<file path="config.mk">
export PLATFORM = sky130hd
export DESIGN_NAME = xtal_osc_monitor
export DESIGN_NICKNAME = d
export VERILOG_FILES = /design/src/rtl/xtal_osc_pkg.sv /design/src/rtl/xtal_edge_sync.sv /design/src/rtl/xtal_osc_monitor.sv
export SDC_FILE = /design/constraint.sdc
export NUM_CORES = 1
export LEC_CHECK = 0
export ABC_AREA = 0
export CAP_MARGIN = 25
export CORE_ASPECT_RATIO = 0.6
export CORE_UTILIZATION = 57
export DETAILED_ROUTE_END_ITERATION = 10
export PLACE_DENSITY = 0.78
export SLEW_MARGIN = 20
export SYNTH_ARGS = -nofsm -noshare
export SYNTH_HDL_FRONTEND = slang
export SYNTH_HIERARCHICAL = 1
export SYNTH_SLANG_ARGS = --single-unit
</file>
<file path="constraint.sdc">
create_clock -name clk -period 3.4 [get_ports clk]
set_clock_uncertainty 0.15 [all_clocks]
set_input_delay 0.51 -clock clk [delete_from_list [all_inputs] [get_ports clk]]
set_output_delay 0.51 -clock clk [all_outputs]
set_load 0.005 [all_outputs]
</file>
<file path="src/rtl/xtal_osc_pkg.sv">
// Shared definitions for the crystal oscillator monitor.
// State encoding is visible on the top-level state port.
package xtal_osc_pkg;

    localparam int STATE_W = 3;

    typedef enum logic [STATE_W-1:0] {
        ST_OFF     = 3'd0,
        ST_STARTUP = 3'd1,
        ST_MEASURE = 3'd2,
        ST_RUN     = 3'd3,
        ST_STANDBY = 3'd4,
        ST_FAULT   = 3'd5
    } state_e;

    function automatic int f_max(input int a, input int b);
        return (a > b) ? a : b;
    endfunction

endpackage

</file>
<file path="src/rtl/xtal_edge_sync.sv">
// Synchronizes the raw oscillator output into the reference domain
// and emits a single-cycle pulse per rising edge.
module xtal_edge_sync #(
    parameter int SYNC_STAGES = 2
) (
    input  logic i_clk,
    input  logic i_rst,
    input  logic i_din,
    output logic o_edge
);

    logic [SYNC_STAGES-1:0] r_sync;
    logic                   r_prev;

    always_ff @(posedge i_clk) begin
        if (i_rst) begin
            r_sync <= '0;
            r_prev <= 1'b0;
        end else begin
            r_sync <= {r_sync[SYNC_STAGES-2:0], i_din};
            r_prev <= r_sync[SYNC_STAGES-1];
        end
    end

    assign o_edge = r_sync[SYNC_STAGES-1] & ~r_prev;

endmodule

</file>
<file path="src/rtl/xtal_osc_monitor.sv">
// Crystal oscillator sequencer and frequency qualifier.
// One shared timer serves start-up, wake-up and measurement windows.
module xtal_osc_monitor
    import xtal_osc_pkg::*;
#(
    parameter int SYNC_STAGES    = 2,
    parameter int STARTUP_CYCLES = 4096,
    parameter int WAKE_CYCLES    = 256,
    parameter int WINDOW         = 240,
    parameter int EDGE_MIN       = 36,
    parameter int EDGE_MAX       = 44,
    parameter int LOSS_TIMEOUT   = 16,
    parameter int MAX_RETRY      = 3,
    parameter int CNT_W          = $clog2(WINDOW + 1)
) (
    input  logic               clk,
    input  logic               rst,
    input  logic               en,
    input  logic               stdby_req,
    input  logic               xtal_dout,
    output logic               osc_ena,
    output logic               osc_stdby,
    output logic               good,
    output logic               fail,
    output logic [STATE_W-1:0] state,
    output logic [CNT_W-1:0]   edge_count
);

    localparam int TMR_MAX = f_max(f_max(STARTUP_CYCLES, WAKE_CYCLES), WINDOW);
    localparam int TMR_W   = $clog2(TMR_MAX + 1);
    localparam int LOSS_W  = $clog2(LOSS_TIMEOUT + 1);
    localparam int RETRY_W = $clog2(MAX_RETRY + 1);

    localparam logic [TMR_W-1:0]   START_LAST = TMR_W'(STARTUP_CYCLES - 1);
    localparam logic [TMR_W-1:0]   WAKE_LAST  = TMR_W'(WAKE_CYCLES - 1);
    localparam logic [TMR_W-1:0]   WIN_LAST   = TMR_W'(WINDOW - 1);
    localparam logic [LOSS_W-1:0]  LOSS_LAST  = LOSS_W'(LOSS_TIMEOUT - 1);
    localparam logic [RETRY_W-1:0] RETRY_LIM  = RETRY_W'(MAX_RETRY);
    localparam logic [CNT_W-1:0]   CNT_MIN    = CNT_W'(EDGE_MIN);
    localparam logic [CNT_W-1:0]   CNT_MAX    = CNT_W'(EDGE_MAX);

    state_e             r_state;
    logic [TMR_W-1:0]   r_timer;
    logic [CNT_W-1:0]   r_cnt;
    logic [LOSS_W-1:0]  r_loss;
    logic [RETRY_W-1:0] r_retry;
    logic               r_osc_ena;
    logic               r_osc_stdby;
    logic               r_good;
    logic               r_fail;
    logic [CNT_W-1:0]   r_edge_count;

    logic               w_edge;
    logic [CNT_W-1:0]   w_cnt_next;
    logic               w_win_end;
    logic               w_in_range;
    logic               w_loss;
    logic [RETRY_W-1:0] w_retry_next;

    xtal_edge_sync #(
        .SYNC_STAGES(SYNC_STAGES)
    ) u_sync (
        .i_clk (clk),
        .i_rst (rst),
        .i_din (xtal_dout),
        .o_edge(w_edge)
    );

    // Edge counter saturates; the window-end edge is included in the verdict.
    assign w_cnt_next   = (&r_cnt) ? r_cnt
                        : r_cnt + {{(CNT_W-1){1'b0}}, w_edge};
    assign w_win_end    = (r_timer == WIN_LAST);
    assign w_in_range   = (w_cnt_next >= CNT_MIN) && (w_cnt_next <= CNT_MAX);
    assign w_loss       = !w_edge && (r_loss == LOSS_LAST);
    assign w_retry_next = r_retry + 1'b1;

    always_ff @(posedge clk) begin
        if (rst) begin
            r_state      <= ST_OFF;
            r_timer      <= '0;
            r_cnt        <= '0;
            r_loss       <= '0;
            r_retry      <= '0;
            r_osc_ena    <= 1'b0;
            r_osc_stdby  <= 1'b0;
            r_good       <= 1'b0;
            r_fail       <= 1'b0;
            r_edge_count <= '0;
        end else if (!en) begin
            // Any partial window is dropped; edge_count keeps its last value.
            r_state     <= ST_OFF;
            r_timer     <= '0;
            r_cnt       <= '0;
            r_loss      <= '0;
            r_retry     <= '0;
            r_osc_ena   <= 1'b0;
            r_osc_stdby <= 1'b0;
            r_good      <= 1'b0;
            r_fail      <= 1'b0;
        end else begin
            unique case (r_state)
                ST_OFF: begin
                    r_state   <= ST_STARTUP;
                    r_osc_ena <= 1'b1;
                    r_timer   <= '0;
                end
                ST_STARTUP: begin
                    if (r_timer == START_LAST) begin
                        r_state <= ST_MEASURE;
                        r_timer <= '0;
                        r_cnt   <= '0;
                        r_retry <= '0;
                    end else begin
                        r_timer <= r_timer + 1'b1;
                    end
                end
                ST_MEASURE: begin
                    if (w_win_end) begin
                        r_edge_count <= w_cnt_next;
                        r_cnt        <= '0;
                        r_timer      <= '0;
                        if (w_in_range) begin
                            r_state <= ST_RUN;
                            r_good  <= 1'b1;
                            r_loss  <= '0;
                        end else if (w_retry_next >= RETRY_LIM) begin
                            r_state   <= ST_FAULT;
                            r_osc_ena <= 1'b0;
                            r_fail    <= 1'b1;
                        end else begin
                            r_retry <= w_retry_next;
                        end
                    end else begin
                        r_timer <= r_timer + 1'b1;
                        r_cnt   <= w_cnt_next;
                    end
                end
                ST_RUN: begin
                    r_loss <= w_edge ? '0 : r_loss + 1'b1;
                    if (w_win_end) begin
                        r_edge_count <= w_cnt_next;
                        r_cnt        <= '0;
                        r_timer      <= '0;
                    end else begin
                        r_timer <= r_timer + 1'b1;
                        r_cnt   <= w_cnt_next;
                    end
                    if (w_loss || (w_win_end && !w_in_range)) begin
                        r_state <= ST_MEASURE;
                        r_good  <= 1'b0;
                        r_retry <= '0;
                        r_timer <= '0;
                        r_cnt   <= '0;
                        r_loss  <= '0;
                    end else if (stdby_req) begin
                        r_state     <= ST_STANDBY;
                        r_good      <= 1'b0;
                        r_osc_stdby <= 1'b1;
                    end
                end
                ST_STANDBY: begin
                    // osc_stdby high means still parked; low means waking.
                    if (r_osc_stdby) begin
                        if (!stdby_req) begin
                            r_osc_stdby <= 1'b0;
                            r_timer     <= '0;
                        end
                    end else if (r_timer == WAKE_LAST) begin
                        r_state <= ST_MEASURE;
                        r_timer <= '0;
                        r_cnt   <= '0;
                        r_retry <= '0;
                    end else begin
                        r_timer <= r_timer + 1'b1;
                    end
                end
                ST_FAULT: begin
                    r_osc_ena <= 1'b0;
                    r_fail    <= 1'b1;
                end
                default: begin
                    r_state <= ST_OFF;
                end
            endcase
        end
    end

    assign osc_ena    = r_osc_ena;
    assign osc_stdby  = r_osc_stdby;
    assign good       = r_good;
    assign fail       = r_fail;
    assign state      = r_state;
    assign edge_count = r_edge_count;

endmodule

</file>
==> results by group <==
Status
  – Outcome: completed

STA
  – Final setup violation count: 0
  – Peak Freq: 316 MHz
  – Least-Margin Pin Slew: 0.829 ns
  – Pins Over Slew Limit: 0
  – Setup TNS Final: 0 ns
  – RSZ-0062 raised after global routing: false
  – Final Hold Viols: 0
  – Final Critical Period: 3.17 ns
  – Final Cycle Share: 93.2%
  – Slew headroom: 44.3%
  – Worst hold margin: 0.307 ns

Synthesis
  – Top-count cell post-synth: dfxtp_1
  – Post-synth top area share: 34.3%
  – Cells after Synth: 333
  – EDFF count, synth: 0
  – Distinct cells, synth: 60
  – Asr flop ratio synth: 0%
  – Yosys warning total: 6
  – Top FF cell, synth: dfxtp_1
  – Sequential area share after synthesis: 34.3%
  – Synth top area cells: dfxtp_1, a21oi_1, nand2_1, nor2_1, a311oi_1
  – Yosys top cell by area: dfxtp_1
  – Synthesis-stage register bit count: 46
  – Syn_nets: 344
  – Syn_area_per_cell: 8.06 um^2
  – Commonest cells post-synth: dfxtp_1, nand2_1, a21oi_1, nor2_1, nand3_1
  – Mapped cell area: 0.00268 mm^2

Placement
  – GP Congestion: 0.927
  – Post-DP HPWL: 4880 um
  – # port buffers: 19
  – Placed Instances: 396

CTS
  – Postcts setup bufs: 0
  – Skew-Pair Late Insertion Delay: 0.31 ns
  – Htree depth: 2
  – Max clock buf depth: 2
  – Number of gates resized after CTS: 0
  – CTS Buf Count: 5
  – Clk pin slew, worst setup/hold paths: 0.08 ns
  – CTS tree: yes
  – Clk sink count: 46
  – Clock root cell: clkbuf_8
  – Post-CTS Hold Fix Bufs: 0

Die
  – Width of the chip: 90.6 um
  – Die H: 55.2 um
  – Full die area: 0.00500 mm^2
  – # rows: 18
  – # IOs: 20
  – Initial Util: 62.4%
  – Core Region: 0.00430 mm^2

Pwr
  – Leakage: 0.981 nW
  – Worst VDD drop: 0.210 mV
  – Pwr dens: 358 mW/mm^2

Setup path
  – CP Launch Type: flop
  – Reg2Reg Setup Slack: 0.23 ns
  – Setup crit end kind: flop
  – Arrival @ worst endpoint: 3.24 ns
  – Critical path fanouts, max: 12
  – Worst path required time: 3.47 ns
  – Setup Crit Path Kind: flop to flop

Layout
  – Post-Layout Cell Count: 404
  – Final nets: 354
  – Share of cells above drive strength 1: 8.43%
  – Inserted Diodes: 0
  – Synth-to-layout area growth: 11.7%

Route
  – Wirelength per Cell: 17.0 um
  – Post-DR vias/cell: 6.46
  – DRT Wirelength: 6860 um
  – Initial drt markers: 297
  – Number of routed nets with antenna violations: 0
  – Vias: 2609
  – DRC: 0
  – Pre-Repair DR Iteration Count: 5

GRT
  – Initial antenna violation count: 0
  – Maximum number of pins on one net before global-route repair: 24
  – First-pass GRT wire length: 10800 um
  – Total track usage: 28.7%
  – Vias in the first global route: 2045
  – GRT overflow: 0

Flow run
  – MaxCap Viol Count: 0

Min path
  – HP Class: flop to flop
-- cell type report --
| cell class | instances | area, um^2 |
|---|---|---|
| multi-input combinational | 259 | 1630 |
| fill | 372 | 1310 |
| sequential | 46 | 921 |
| timing repair buffer | 25 | 235 |
| tap | 60 | 75.1 |
| clock buffer | 5 | 68.8 |
| clock inverter | 3 | 43.8 |
| inverter | 6 | 22.5 |
-- kinds of logic after synthesis --
kind of cell / count (synthesis) / share of synthesized area, %
AND/OR/NAND/NOR: 140 / 28.7
flip-flops: 46 / 34.3
XOR/XNOR: 2 / 0.653
buffers and inverters: 28 / 4.94
AO/OA/AOI/OAI: 111 / 28.6
adder cells (fa/ha/maj): 6 / 2.80
-- power breakdown --
| part | total [mW] | internal (mW) | switching [mW] |
|---|---|---|---|
| sequential | 0.550 | 0.544 | 0.00641 |
| combinational | 0.104 | 0.0383 | 0.0661 |
| clock | 0.419 | 0.220 | 0.199 |
-- final timing paths --
path,from,to,cells past startpoint
worst max register to register,u_sync/r_sync[1]$_SDFF_PP0_,state[0]$_SDFFE_PP0P_,9
worst min-delay path,r_retry[0]$_SDFFE_PP0P_,r_retry[0]$_SDFFE_PP0P_,1
worst max-delay path,u_sync/r_sync[1]$_SDFF_PP0_,state[0]$_SDFFE_PP0P_,9
worst min register to register,r_retry[0]$_SDFFE_PP0P_,r_retry[0]$_SDFFE_PP0P_,1
-- cells in the final DEF (no fill, tap or decap), drive strengths merged, types with 3 or more instances in the layout --
cell,n
nand2b,6
a31oi,3
clkdlybuf4s50,19
o21ai,24
nor3,11
o22ai,3
a211oi,10
o21a,5
nor2,28
and2,5
a311oi,11
o41ai,4
nor4,7
ha,6
and3,7
nand2,31
dfxtp,46
o2bb2ai,4
a21oi,29
buf,6
inv,7
nand3,16
nor2b,13
nand4b,3
clkbuf,5
-- per-layer routing --
metal | global-route usage (%) | wire [um] | vias up
li1 | - | - | 1268
met4 | 7.53 | 53 | 0
met1 | 45.8 | 3640 | 1201
met3 | 6.56 | 675 | 6
met2 | 36.4 | 2500 | 134
met5 | 0 | 0 | -
-- metrics by stage --
stage          setup slack [ns]  power (mW)  instance area, um^2  util [%]
3_3_place_gp              0.424       0.663                 2880      67.0
2_1_floorplan             0.636       0.630                 2680         -
4_1_cts                   0.318        1.08                 3000      69.7
5_1_grt                  0.0212        1.11                 3000      69.7
3_5_place_dp              0.348       0.663                 2880      67.0
6_report                  0.232        1.07                 3000      69.7
-- worst max-delay path, stage by stage (launching register included) --
cell and delay (ns):
dfxtp_1 0.33, nor2b_2 0.19, ha_1 0.31, ha_1 0.44
nand3_2 0.18, nor4_2 0.32, a211oi_2 0.13, o31ai_2 0.61
a21oi_1 0.17, a211oi_1 0.26
-- registers in the layout, indices dropped and copies added (netlist names), 2 cells and up --
register	flops
edge_count	8
r_cnt	8
r_loss	5
r_retry	2
r_timer	13
state	3
u_sync/r_sync	2
(Power assumes the default switching activity.)
